File: src/rtl/toggle_bank_pkg.sv
// Shared types and helpers for the toggle/load cell bank.
// Mode encoding matches the cfg_mode field written over the configuration port.
package toggle_bank_pkg;

   typedef enum logic [1:0] {
      MODE_HOLD   = 2'b00,
      MODE_LOAD   = 2'b01,
      MODE_TOGGLE = 2'b10,
      MODE_DIVIDE = 2'b11
   } mode_t;

   // Channel-select width; a single-channel bank still needs a 1-bit address.
   function automatic int ch_width(input int n);
      return (n > 1) ? $clog2(n) : 1;
   endfunction

endpackage

File: src/rtl/toggle_bank_if.sv
// Bus bundle between a controller (master) and the toggle bank (slave):
// enable, load data, configuration write port, and the registered cell outputs.
interface toggle_bank_if #(
   parameter int CHANNELS = 4,
   parameter int DIV_W    = 8,
   parameter int CH_W     = toggle_bank_pkg::ch_width(CHANNELS)
);
   logic                    en;
   logic [CHANNELS-1:0]     d;
   logic                    cfg_we;
   logic [CH_W-1:0]         cfg_ch;
   toggle_bank_pkg::mode_t  cfg_mode;
   logic [DIV_W-1:0]        cfg_div;
   logic [CHANNELS-1:0]     q;
   logic [CHANNELS-1:0]     tick;

   modport master (
      output en, d, cfg_we, cfg_ch, cfg_mode, cfg_div,
      input  q, tick
   );

   modport slave (
      input  en, d, cfg_we, cfg_ch, cfg_mode, cfg_div,
      output q, tick
   );
endinterface

File: src/rtl/toggle_cell.sv
// One channel of the bank: registered toggle/load output with its own mode,
// divide ratio and prescale counter, configured through a decoded write strobe.
module toggle_cell
   import toggle_bank_pkg::*;
#(
   parameter int DIV_W = 8
) (
   input  logic             clk,
   input  logic             rst_n,
   input  logic             en,
   input  logic             d,
   input  logic             we,
   input  mode_t            wr_mode,
   input  logic [DIV_W-1:0] wr_div,
   output logic             q,
   output logic             tick
);

   mode_t            mode_q, mode_d;
   logic [DIV_W-1:0] div_q, div_d;
   logic [DIV_W-1:0] cnt_q, cnt_d;
   logic             q_q, q_d;
   logic             tick_q, tick_d;

   always_comb begin
      mode_d = mode_q;
      div_d  = div_q;
      cnt_d  = cnt_q;
      q_d    = q_q;
      tick_d = 1'b0;

      if (en) begin
         unique case (mode_q)
            MODE_HOLD: begin
               cnt_d = '0;
            end
            MODE_LOAD: begin
               q_d    = d;
               tick_d = (d != q_q);
               cnt_d  = '0;
            end
            MODE_TOGGLE: begin
               q_d    = ~q_q;
               tick_d = 1'b1;
               cnt_d  = '0;
            end
            MODE_DIVIDE: begin
               if (cnt_q == div_q) begin
                  q_d    = ~q_q;
                  tick_d = 1'b1;
                  cnt_d  = '0;
               end else begin
                  cnt_d = cnt_q + 1'b1;
               end
            end
            default: begin
               cnt_d = '0;
            end
         endcase
      end

      // A write restarts the prescaler; the output itself still follows the
      // mode that was active during this cycle.
      if (we) begin
         mode_d = wr_mode;
         div_d  = wr_div;
         cnt_d  = '0;
      end
   end

   always_ff @(posedge clk) begin
      if (!rst_n) begin
         mode_q <= MODE_HOLD;
         div_q  <= '0;
         cnt_q  <= '0;
         q_q    <= 1'b0;
         tick_q <= 1'b0;
      end else begin
         mode_q <= mode_d;
         div_q  <= div_d;
         cnt_q  <= cnt_d;
         q_q    <= q_d;
         tick_q <= tick_d;
      end
   end

   assign q    = q_q;
   assign tick = tick_q;

endmodule

File: src/rtl/toggle_bank.sv
// Bank of CHANNELS independent toggle/load cells sharing one enable and one
// configuration write port; the write address is decoded into per-cell strobes.
module toggle_bank
   import toggle_bank_pkg::*;
#(
   parameter int CHANNELS = 4,
   parameter int DIV_W    = 8
) (
   input  logic         clk,
   input  logic         rst_n,
   toggle_bank_if.slave bus
);

   localparam int CH_W = ch_width(CHANNELS);

   logic [CHANNELS-1:0] q_w;
   logic [CHANNELS-1:0] tick_w;
   logic [CHANNELS-1:0] we_w;

   // Out-of-range addresses match no cell, so such writes fall on the floor.
   generate
      for (genvar gi = 0; gi < CHANNELS; gi++) begin : g_cell
         assign we_w[gi] = bus.cfg_we && (bus.cfg_ch == CH_W'(gi));

         toggle_cell #(
            .DIV_W (DIV_W)
         ) u_cell (
            .clk     (clk),
            .rst_n   (rst_n),
            .en      (bus.en),
            .d       (bus.d[gi]),
            .we      (we_w[gi]),
            .wr_mode (bus.cfg_mode),
            .wr_div  (bus.cfg_div),
            .q       (q_w[gi]),
            .tick    (tick_w[gi])
         );
      end
   endgenerate

   assign bus.q    = q_w;
   assign bus.tick = tick_w;

endmodule

File: src/flat_wrapper.sv
// flat-port wrapper written by rule: the top's interface ports become plain ports
module toggle_bank_flat import toggle_bank_pkg::*;
#(
   parameter int CHANNELS = 4,
   parameter int DIV_W    = 8
)
  (clk, rst_n, bus_en, bus_d, bus_cfg_we, bus_cfg_ch, bus_cfg_mode, bus_cfg_div, bus_q, bus_tick);
  toggle_bank_if #(.CHANNELS(CHANNELS), .DIV_W(DIV_W)) bus_i ();
  input  logic clk;
  input  logic rst_n;
  input wire logic [$bits(bus_i.en)-1:0] bus_en;
  input wire logic [$bits(bus_i.d)-1:0] bus_d;
  input wire logic [$bits(bus_i.cfg_we)-1:0] bus_cfg_we;
  input wire logic [$bits(bus_i.cfg_ch)-1:0] bus_cfg_ch;
  input wire logic [$bits(bus_i.cfg_mode)-1:0] bus_cfg_mode;
  input wire logic [$bits(bus_i.cfg_div)-1:0] bus_cfg_div;
  output wire logic [$bits(bus_i.q)-1:0] bus_q;
  output wire logic [$bits(bus_i.tick)-1:0] bus_tick;
  assign bus_i.en = bus_en;
  assign bus_i.d = bus_d;
  assign bus_i.cfg_we = bus_cfg_we;
  assign bus_i.cfg_ch = bus_cfg_ch;
  assign bus_i.cfg_mode = bus_cfg_mode;
  assign bus_i.cfg_div = bus_cfg_div;
  assign bus_q = bus_i.q;
  assign bus_tick = bus_i.tick;
  toggle_bank #(.CHANNELS(CHANNELS), .DIV_W(DIV_W)) u_core (.clk(clk), .rst_n(rst_n), .bus(bus_i));
endmodule
File: config.mk
export PLATFORM = sky130hd
export DESIGN_NAME = toggle_bank_flat
export DESIGN_NICKNAME = d
export VERILOG_FILES = /design/src/rtl/toggle_bank_pkg.sv /design/src/rtl/toggle_bank_if.sv /design/src/rtl/toggle_cell.sv /design/src/rtl/toggle_bank.sv /design/src/flat_wrapper.sv
export SDC_FILE = /design/constraint.sdc
export NUM_CORES = 1
export LEC_CHECK = 0
export CAP_MARGIN = 20
export CORE_MARGIN = 4
export CORE_UTILIZATION = 58
export CTS_CLUSTER_SIZE = 14
export DETAILED_ROUTE_END_ITERATION = 10
export PLACE_DENSITY = 0.89
export SLEW_MARGIN = 25
export SYNTH_ARGS = -nofsm -noshare
export SYNTH_HDL_FRONTEND = slang
export SYNTH_SLANG_ARGS = --single-unit
File: constraint.sdc
create_clock -name clk -period 2.2 [get_ports clk]
set_input_delay 0.33 -clock clk [delete_from_list [all_inputs] [get_ports clk]]
set_output_delay 0.33 -clock clk [all_outputs]
set_load 0.005 [all_outputs]
==> summary.md, run 1 <==
| Metric | Value |
|---|---|
| Starting DRT DRC Count | `~150` |
| WHS | `0.475 ns` |
| CTS Hold Buffers Added | `0` |
| Vias in the first global route | `about 3000` |
| Via count | `3224` |
| Synth Area in Compound Gates | `11.3%` |
| Final WL | `roughly 8300 um` |
| Total CTS buffers | `9` |
| Min-Delay Startpoint | `u_core.g_cell[2].u_cell.div_q[7]$_SDFFE_PN0P_` |
| Port Buffers | `27` |
| Comb power frac | `about 8.1%` |
| Met3 wire len | `roughly 360 um` |
| CP endpoint kind | `flip-flop` |
| Largest family of logic cells by synthesized area | `simple AND/OR/NAND/NOR gates` |
| Average size of a mapped cell | `approximately 8.5 um^2` |
| Vias per inst | `about 5.8` |
| P_leak | `around 1.6 nW` |
| Min Tclk post-route | `1.93 ns` |
| Row cnt | `29` |
| Chip width | `slightly below 90 um` |
| Slew HR | `around 62%` |
| Worst Tran Pin Value | `roughly 0.57 ns` |
| RSZ-0062 raised after global routing | `false` |
| WS Path Type | `reg2reg` |
| Antenna Cells | `0` |
| DR DRC count | `0` |
| Die Footprint | `~0.008 mm^2` |
| Worst path required time | `~2.4 ns` |
| Share of cells above drive strength 1 | `~5.6%` |
| Worst vdd ir | `approximately 520 uV` |
| Number of synthesized flops with an enable pin | `0` |
| Cell Area, Placed | `between 0.004 and 0.005 mm^2` |
| Dpl hpwl | `about 5800 um` |
| CTS Sinks | `80` |
| Final worst-path cycle share | `between 80 and 90%` |
| Wire length per cell | `15.0 um` |
| Crit-path max FO | `7` |
| Final hold vios | `0` |
| Initial core utilization | `roughly 60%` |
| Post-Synthesis Cells | `around 450` |
| Maximum level of the CTS H-tree | `3` |
| Clock transition at the registers of the reported paths | `~0.09 ns` |
| Sequential element share of the synthesized area | `a little over two fifths` |
| Pint | `between 2 and 2.5 mW` |
| XOR/XNOR Fraction of Synth Area | `between 10% and 20%` |
| Syn-to-layout area delta | `14.9%` |
| Pwr/cell area | `about 690 mW/mm^2` |
| DR top layer | `met4` |
| Layout Nets | `~500` |
| Longest Clk Path Bufs | `2` |
| Max-slew violation count | `0` |
| Core area | `roughly 0.0064 mm^2` |
| Post-synthesis mux area share | `5.23%` |
| Final Instance Area | `0.00440 mm^2` |
| Max Cap Violations | `0` |
| Initial antenna violation count | `0` |
| Worst setup path startpoint | `u_core.g_cell[3].u_cell.cnt_q[1]$_SDFFE_PP0P_` |
| PostCTS Resize Cnt | `0` |
| Net Switching | `around 0.68 mW` |
| Mapped Nets | `around 480` |
| GRT overflow | `0` |
| Setup Skew | `~0.013 ns` |
| IO Count | `28` |
| CTS tree | `built` |
| Crit path launch type | `flip-flop` |
| Clock Power Share | `42.7%` |
| Synth Cell Area | `roughly 0.0038 mm^2` |
| Placement-stage worst setup slack | `just under 0.3 ns` |
| DR pass1 iterations | `4` |
| DRT met1 WL | `3750 um` |
| Clk Latency, worst-skew pair | `~0.35 ns` |
| Root buf cell | `clkbuf_8` |
| Synth Area in Simple Gates | `between 20% and 30%` |
| Global-route wire length before repair | `~14000 um` |
| Setup-failing EPs final | `0` |
| DRT antenna net count | `0` |
| Power Total | `just over 3 mW` |
| R2R Path Start | `u_core.g_cell[3].u_cell.cnt_q[1]$_SDFFE_PP0P_` |
| Final WS setup | `approximately 0.27 ns` |
| Adder-cell area share of the yosys netlist | `under 10%` |
| Fin Setup TNS | `0 ns` |
| Arrival time worst endpoint | `between 2 and 2.5 ns` |
| Routability congestion estimate | `0.827` |
| Main synth FF type | `dfxtp_1` |
| Largest net degree at the start of global routing | `between 40 and 50` |
| Cell variety after synth | `38` |
| GRT Resource Usage Total | `22.3%` |
| WL met2 | `~4000 um` |
| Synth Warn # | `0` |
| HP Class | `reg2reg` |
| Synth Register Bits | `80` |
| Flop pwr share | `49.3%` |
| DIE HEIGHT | `89.3 um` |
| Switching part of the total | `between 20% and 30%` |
| Postcts setup bufs | `0` |
| Status | `finished, final reports clean` |
| Max Freq | `0.517 GHz` |
| Asr flop ratio synth | `0%` |
[flip-flops by register name, summed over array words and instances (netlist names)]
name and cells:
u_core.g_cell.u_cell.mode_q 8, u_core.g_cell.u_cell.cnt_q 32, u_core.g_cell.u_cell.q 4, u_core.g_cell.u_cell.div_q 32
u_core.g_cell.u_cell.tick 4
[layout make-up]
cell class,instances,area (um^2)
inverters,4,15.0
flip-flops and latches,80,1600
clock inverters,5,105
fillers,510,1990
well taps,77,96.3
multi-input cells,344,2090
repair buffers,35,355
clock buffers,10,138
[cell usage in the layout, fill, tap and decap left out, drive strengths merged, types with 14 or more instances in the layout]
master / instances
dfxtp: 80
a21oi: 21
nand3: 21
a21boi: 19
clkdlybuf4s50: 27
mux2i: 20
xor2: 16
nor2: 33
nor2b: 14
xnor2: 34
nor3: 15
nand2: 84
[layer usage]
metal  up-vias  GRT usage [%]
met5         -              0
met4         0           8.80
met3        11           3.59
met2        78           37.4
met1      1552           28.8
li1       1583              -
[path summary, 6_finish.rpt]
| check | to | slack (ns) | cells past startpoint |
|---|---|---|---|
| worst max-delay path | u_core.g_cell[3].u_cell.cnt_q[5]$_SDFFE_PP0P_ | 0.27 | 5 |
| worst min-delay path | u_core.g_cell[2].u_cell.div_q[7]$_SDFFE_PN0P_ | 0.48 | 2 |
| worst max register to register | u_core.g_cell[3].u_cell.cnt_q[5]$_SDFFE_PP0P_ | 0.27 | 5 |
| worst min register to register | u_core.g_cell[2].u_cell.div_q[7]$_SDFFE_PN0P_ | 0.48 | 2 |
[cell families (layout without fill, tap and decap cells)]
group,count (synthesis),count (layout)
simple gates,203,203
buf+inv,29,54
compound gates,67,67
xor+xnor,50,50
flops,80,80
fa+ha+maj,4,4
mux,20,20
[stage by stage]
| stage | std cells | util (%) |
|---|---|---|
| after floorplan | 453 | - |
| after global placement | 540 | 65.1 |
| after detailed placement | 540 | 65.1 |
| after CTS | 555 | 68.9 |
| after global routing | 555 | 68.9 |
| final | 555 | 68.9 |
[cells in the mapped netlist (3+ instances only)]
| cell | n | area share (%) |
|---|---|---|
| ha_1 | 4 | 1.3 |
| nand4_1 | 10 | 1.6 |
| xor2_1 | 16 | 3.7 |
| nand4b_1 | 3 | 0.69 |
| nor3b_1 | 3 | 0.59 |
| dfxtp_1 | 80 | 42 |
| a31oi_1 | 10 | 1.6 |
| inv_1 | 4 | 0.39 |
| and3_1 | 4 | 0.65 |
| o21ai_0 | 8 | 1.0 |
| nand3_1 | 21 | 2.7 |
| xnor2_1 | 34 | 7.8 |
| a21boi_0 | 18 | 3.5 |
| nor2_1 | 33 | 3.2 |
| mux2i_1 | 20 | 5.2 |
| nor3_1 | 15 | 2.0 |
| nand2_1 | 84 | 8.2 |
| nand3b_1 | 8 | 1.6 |
| buf_2 | 4 | 0.52 |
| a21oi_1 | 21 | 2.7 |
| buf_4 | 8 | 1.6 |
| clkbuf_1 | 12 | 1.2 |
| nor2b_1 | 14 | 2.3 |
[power groups by stage]
| stage | Combinational, mW | Clock [mW] | Sequential [mW] |
|---|---|---|---|
| 2_1_floorplan | 0.144 | 0 | 1.53 |
| 3_3_place_gp | 0.234 | 0 | 1.53 |
| 3_5_place_dp | 0.242 | 0 | 1.54 |
| 4_1_cts | 0.244 | 1.32 | 1.50 |
| 5_1_grt | 0.268 | 1.37 | 1.51 |
| 6_report | 0.247 | 1.30 | 1.50 |
[critical path: stages, from the launching register on]
cell and delay (ns):
dfxtp_1 0.44, xor2_1 0.10, nor4_1 0.54, a21oi_1 0.31, o21bai_1 0.34, nor2_1 0.09
Note: power is estimated with default switching activity, not from simulation.
==> run 2: changes to the inputs <==
- CELL_PAD_IN_SITES_DETAIL_PLACEMENT: default -> 1
- CELL_PAD_IN_SITES_GLOBAL_PLACEMENT: default -> 2
- CORE_UTILIZATION: 58 -> 36
- HOLD_SLACK_MARGIN: default -> 0.15
- PLACE_DENSITY: 0.89 -> 0.9
==> run 2 against run 1 <==
Effect of this change:
- setup slack better by 0.13 ns
- final area increased by 0.45%
- hold slack better by 0.0099 ns
- first-iteration DRC count down 39%
- critical path type unchanged
- total power shrank 9.8%
- cell count is 11% higher
- via count is 0.99% lower
- register-to-register slack improved by 0.13 ns
==> summary.md, run 2 (synthesis results as in run 1) <==
| Metric | Value |
|---|---|
| Setup Skew | `about 0.011 ns` |
| Syn-to-layout area delta | `15.4%` |
| Via count | `between 3000 and 4000` |
| Crit-path max FO | `9` |
| CP endpoint kind | `flip-flop` |
| Starting DRT DRC Count | `91` |
| Arrival time worst endpoint | `between 2 and 2.5 ns` |
| CTS tree | `built` |
| Clk Latency, worst-skew pair | `~0.36 ns` |
| CTS Sinks | `80` |
| Core area | `approximately 0.010 mm^2` |
| Placement-stage worst setup slack | `~0.28 ns` |
| DRT antenna net count | `0` |
| Total CTS buffers | `9` |
| Layout Nets | `500` |
| Antenna Cells | `0` |
| Final WS setup | `between 0.3 and 0.4 ns` |
| PostCTS Resize Cnt | `0` |
| Fin Setup TNS | `0 ns` |
| Initial antenna violation count | `0` |
| Largest net degree at the start of global routing | `43` |
| GRT Resource Usage Total | `~17%` |
| Final hold vios | `0` |
| Max Cap Violations | `0` |
| Min Tclk post-route | `about 1.8 ns` |
| Worst vdd ir | `between 200 and 300 uV` |
| Setup-failing EPs final | `0` |
| CTS Hold Buffers Added | `0` |
| Die Footprint | `between 0.01 and 0.015 mm^2` |
| Status | `finished, final reports clean` |
| Vias in the first global route | `between 3000 and 4000` |
| DR pass1 iterations | `4` |
| IO Count | `28` |
| Longest Clk Path Bufs | `2` |
| Most common cell after layout, fill and taps aside | `nand2_1` |
| Maximum level of the CTS H-tree | `3` |
| Pwr/cell area | `622 mW/mm^2` |
| Final worst-path cycle share | `between 80% and 90%` |
| WS Path Type | `reg2reg` |
| Final WL | `9660 um` |
| Crit path launch type | `flip-flop` |
| Wire length per cell | `15.7 um` |
| Most frequent cells in the layout | `nand2_1 (84), dfxtp_1 (80), xnor2_1 (34)` |
| Clock transition at the registers of the reported paths | `0.08 ns` |
| Biggest regs | `u_core.g_cell.u_cell.cnt_q: 32 flops, u_core.g_cell.u_cell.div_q: 32 flops, u_core.g_cell.u_cell.mode_q: 8 flops` |
| Worst Tran Pin Value | `0.587 ns` |
| Global-route wire length before repair | `about 17000 um` |
| Chip width | `between 100 and 150 um` |
| Slew HR | `60.5%` |
| Row cnt | `37` |
| DIE HEIGHT | `111 um` |
| Initial core utilization | `a little under two fifths` |
| Routability congestion estimate | `roughly 0.8` |
| Dpl hpwl | `6970 um` |
| Worst reg-to-reg setup slack | `~0.39 ns` |
| Max Freq | `0.553 GHz` |
| P_leak | `about 1.6 nW` |
| RSZ-0062 raised after global routing | `false` |
| Postcts setup bufs | `0` |
| Vias per inst | `approximately 5.2` |
| Worst path required time | `approximately 2.5 ns` |
| Fillcell total | `~1200` |
| Port Buffers | `27` |
| GRT overflow | `0` |
| Share of cells above drive strength 1 | `between 6 and 7%` |
| DR DRC count | `0` |
| Root buf cell | `clkbuf_8` |
| HP Class | `reg2reg` |
| Max-slew violation count | `0` |
## run 2: cell types whose count changed in the layout (fill, tap and decap cells not counted)
cell and delta:
buf_4 +2, clkinv_2 +2, clkbuf_1 +1, clkinvlp_4 +1, bufinv_16 -3
## run 2: layout make-up
| cell class | instances | area [um^2] | area share, % |
|---|---|---|---|
| Multi-Input combinational cell | 344 | 2090 | 47.3 |
| Clock inverter | 5 | 32.5 | 0.736 |
| Tap cell | 136 | 170 | 3.85 |
| Timing Repair Buffer | 37 | 370 | 8.38 |
| Sequential cell | 80 | 1600 | 36.2 |
| Inverter | 4 | 15.0 | 0.340 |
| Clock buffer | 11 | 141 | 3.20 |
## run 2: per-stage QoR
step	util [%]	area [um^2]	instances	hold slack (ns)	total power [mW]
3_5_place_dp	41.1	4250	601	0.477	1.79
2_1_floorplan	-	3830	453	0.449	1.67
4_1_cts	42.8	4420	617	0.489	2.78
6_report	42.8	4420	617	0.485	2.75
5_1_grt	42.8	4420	617	0.507	2.89
3_3_place_gp	41.1	4250	601	0.466	1.78
## run 2: where the power goes
| group | total [mW] | internal (mW) | switching [mW] |
|---|---|---|---|
| logic | 0.253 | 0.116 | 0.138 |
| clock network | 0.995 | 0.437 | 0.558 |
| registers | 1.50 | 1.48 | 0.0260 |
| total | 2.75 | 2.03 | 0.721 |
## run 2: metal layers
layer  wire length (um)  global-route usage (%)  vias to the layer above
met4                133                    5.60                        0
met3                180                    2.29                        9
met2               4800                    29.1                       29
li1                   -                       -                     1591
met1               4550                    20.8                     1563
met5                  0                       0                        -
## run 2: worst paths after layout
kind,startpoint,depth (start not counted),to
min,u_core.g_cell[3].u_cell.div_q[4]$_SDFFE_PN0P_,2,u_core.g_cell[3].u_cell.div_q[4]$_SDFFE_PN0P_
max,u_core.g_cell[0].u_cell.cnt_q[1]$_SDFFE_PP0P_,5,u_core.g_cell[0].u_cell.q$_SDFFE_PN0P_
min reg2reg,u_core.g_cell[3].u_cell.div_q[4]$_SDFFE_PN0P_,2,u_core.g_cell[3].u_cell.div_q[4]$_SDFFE_PN0P_
max reg2reg,u_core.g_cell[0].u_cell.cnt_q[1]$_SDFFE_PP0P_,5,u_core.g_cell[0].u_cell.q$_SDFFE_PN0P_
## run 2: worst max-delay path: stages (launching register included)
cell and delay [ns]:
dfxtp_1 0.43, xnor2_1 0.15, nand4_1 0.20, o211a_4 0.33, or4_1 0.48, a21boi_1 0.15
==> run 3: changes to the inputs <==
- clock period: 2.2 -> 1.8 ns (I/O delays scaled with it)
==> run 3 against run 2 <==
Effect of this change:
- register-to-register slack got worse by 0.31 ns
- largest power group unchanged
- sequential share of layout area fell by 1.3 points
- clock power rose by 40%
- total power rose by 29%
- sequential power rose by 23%
- critical endpoint unchanged
==> summary.md, run 3 (synthesis results as in run 1) <==
| Metric | Value |
|---|---|
| Status | `finished, final reports clean` |
| Via count | `between 3000 and 4000` |
| Root buf cell | `clkbuf_8` |
| Total CTS buffers | `9` |
| Arrival time worst endpoint | `between 1.5 and 2 ns` |
| IO Count | `28` |
| GRT overflow | `0` |
| Syn-to-layout area delta | `20.1%` |
| DIE HEIGHT | `approximately 110 um` |
| Largest net degree at the start of global routing | `43` |
| RR Endpoint | `u_core.g_cell[0].u_cell.q$_SDFFE_PN0P_` |
| Core area | `just over 0.01 mm^2` |
| Setup-failing EPs final | `0` |
| DRT antenna net count | `0` |
| Hold endpoint | `u_core.g_cell[3].u_cell.div_q[5]$_SDFFE_PN0P_` |
| RSZ-0062 raised after global routing | `false` |
| CP endpoint kind | `flip-flop` |
| Port Buffers | `27` |
| Min-Delay Startpoint | `u_core.g_cell[3].u_cell.div_q[5]$_SDFFE_PN0P_` |
| Layout Nets | `between 500 and 600` |
| PostCTS Resize Cnt | `0` |
| Vias in the first global route | `3507` |
| Clock transition at the registers of the reported paths | `around 0.080 ns` |
| Die Footprint | `approximately 0.012 mm^2` |
| WHS | `roughly 0.48 ns` |
| Final WL | `10100 um` |
| Worst path required time | `just over 2 ns` |
| Max Freq | `0.583 GHz` |
| Clk Latency, worst-skew pair | `~0.34 ns` |
| R2R Path Start | `u_core.g_cell[0].u_cell.cnt_q[5]$_SDFFE_PP0P_` |
| Max-slew violation count | `0` |
| CTS tree | `built` |
| DR DRC count | `0` |
| Chip width | `about 110 um` |
| Worst Tran Pin Value | `between 0.4 and 0.5 ns` |
| DR pass1 iterations | `4` |
| Crit-path max FO | `4` |
| Vias per inst | `5.19` |
| Share of cells above drive strength 1 | `roughly a tenth` |
| Worst reg-to-reg setup slack | `~0.085 ns` |
| Longest Clk Path Bufs | `2` |
| Postcts setup bufs | `0` |
| Max Cap Violations | `0` |
| HP Class | `reg2reg` |
| Crit path launch type | `flip-flop` |
| Maximum level of the CTS H-tree | `3` |
| Hold Path Stages | `2` |
| Final worst-path cycle share | `95.3%` |
| Most common cell after layout, fill and taps aside | `nand2_1` |
| Register area | `between 0.0015 and 0.002 mm^2` |
| CTS Sinks | `80` |
| R2r worst-path depth | `5` |
| Dpl hpwl | `~7300 um` |
| Starting DRT DRC Count | `99` |
| Multi-input gate area | `approximately 0.0021 mm^2` |
| Routability congestion estimate | `~0.77` |
| Worst vdd ir | `about 430 uV` |
| Fillcell total | `roughly 1200` |
| WS Path Type | `reg2reg` |
| GRT Resource Usage Total | `17.0%` |
| Pwr/cell area | `about 770 mW/mm^2` |
| Global-route wire length before repair | `between 15000 and 20000 um` |
| Row cnt | `37` |
| Final Util | `44.5%` |
| Setup Skew | `between 0.01 and 0.015 ns` |
| Wire length per cell | `~16 um` |
| Antenna Cells | `0` |
| CTS Hold Buffers Added | `0` |
| Final hold vios | `0` |
| Most frequent cells in the layout | `nand2_1 (84), dfxtp_1 (75), xnor2_1 (34)` |
| Slew HR | `a little under three quarters` |
| Initial core utilization | `37.1%` |
| Min Tclk post-route | `between 1.5 and 2 ns` |
| Biggest regs | `u_core.g_cell.u_cell.cnt_q: 32 flops, u_core.g_cell.u_cell.div_q: 32 flops, u_core.g_cell.u_cell.mode_q: 8 flops` |
| Initial antenna violation count | `0` |
| P_leak | `1.69 nW` |
[run 3: changes by cell type in the layout (fill, tap and decap cells not counted), moves of 2 or more]
cell	previous run	this run
dfxtp_2	0	5
buf_4	8	25
dfxtp_1	80	75
clkinv_2	2	0
[run 3: per-stage QoR]
stage	cells	setup slack [ns]	power, mW	cell area, um^2	setup TNS (ns)
2_1_floorplan	453	0.217	2.04	3830	0
3_3_place_gp	618	0.0340	2.19	4370	0
3_5_place_dp	618	-0.0341	2.20	4370	-0.0419
4_1_cts	634	0.0249	3.59	4580	0
5_1_grt	634	0.00597	3.73	4600	0
6_report	634	0.0849	3.56	4600	0
[run 3: worst max-delay path, stage by stage, from the launching register on]
cell	delay, ns
dfxtp_1	0.41
xnor2_1	0.15
nand4_1	0.18
o211a_4	0.29
or4_1	0.46
a21boi_1	0.16
[run 3: how the worst max path moves through the flow]
stage / start / end / cells past startpoint
2_1_floorplan: u_core.g_cell[0].u_cell.cnt_q[0]$_SDFFE_PP0P_ / u_core.g_cell[0].u_cell.q$_SDFFE_PN0P_ / 5
3_5_place_dp: bus_en / u_core.g_cell[3].u_cell.cnt_q[7]$_SDFFE_PP0P_ / 7
6_report: u_core.g_cell[0].u_cell.cnt_q[5]$_SDFFE_PP0P_ / u_core.g_cell[0].u_cell.q$_SDFFE_PN0P_ / 5
3_3_place_gp: bus_en / u_core.g_cell[3].u_cell.cnt_q[7]$_SDFFE_PP0P_ / 7
4_1_cts: u_core.g_cell[0].u_cell.cnt_q[2]$_SDFFE_PP0P_ / u_core.g_cell[0].u_cell.q$_SDFFE_PN0P_ / 5
5_1_grt: u_core.g_cell[0].u_cell.cnt_q[5]$_SDFFE_PP0P_ / u_core.g_cell[0].u_cell.q$_SDFFE_PN0P_ / 5
[run 3: power breakdown]
| part | switching, mW | internal [mW] |
|---|---|---|
| Sequential | 0.0321 | 1.80 |
| Clock | 0.673 | 0.718 |
| Combinational | 0.173 | 0.155 |
[run 3: area by class of cell]
| cell class | instances | area share, % |
|---|---|---|
| Timing Repair Buffer | 54 | 10.8 |
| Tap cell | 136 | 3.70 |
| Inverter | 4 | 0.327 |
| Sequential cell | 80 | 35.0 |
| Clock inverter | 4 | 1.14 |
| Multi-Input combinational cell | 344 | 45.7 |
| Clock buffer | 12 | 3.37 |
[run 3: routing by layer]
layer | track usage, % | routed length (um) | up-vias
met3 | 2.35 | 264 | 12
met4 | 5.68 | 146 | 0
met5 | 0 | 0 | -
met1 | 20.9 | 4530 | 1615
met2 | 30.3 | 5160 | 37
li1 | - | - | 1627
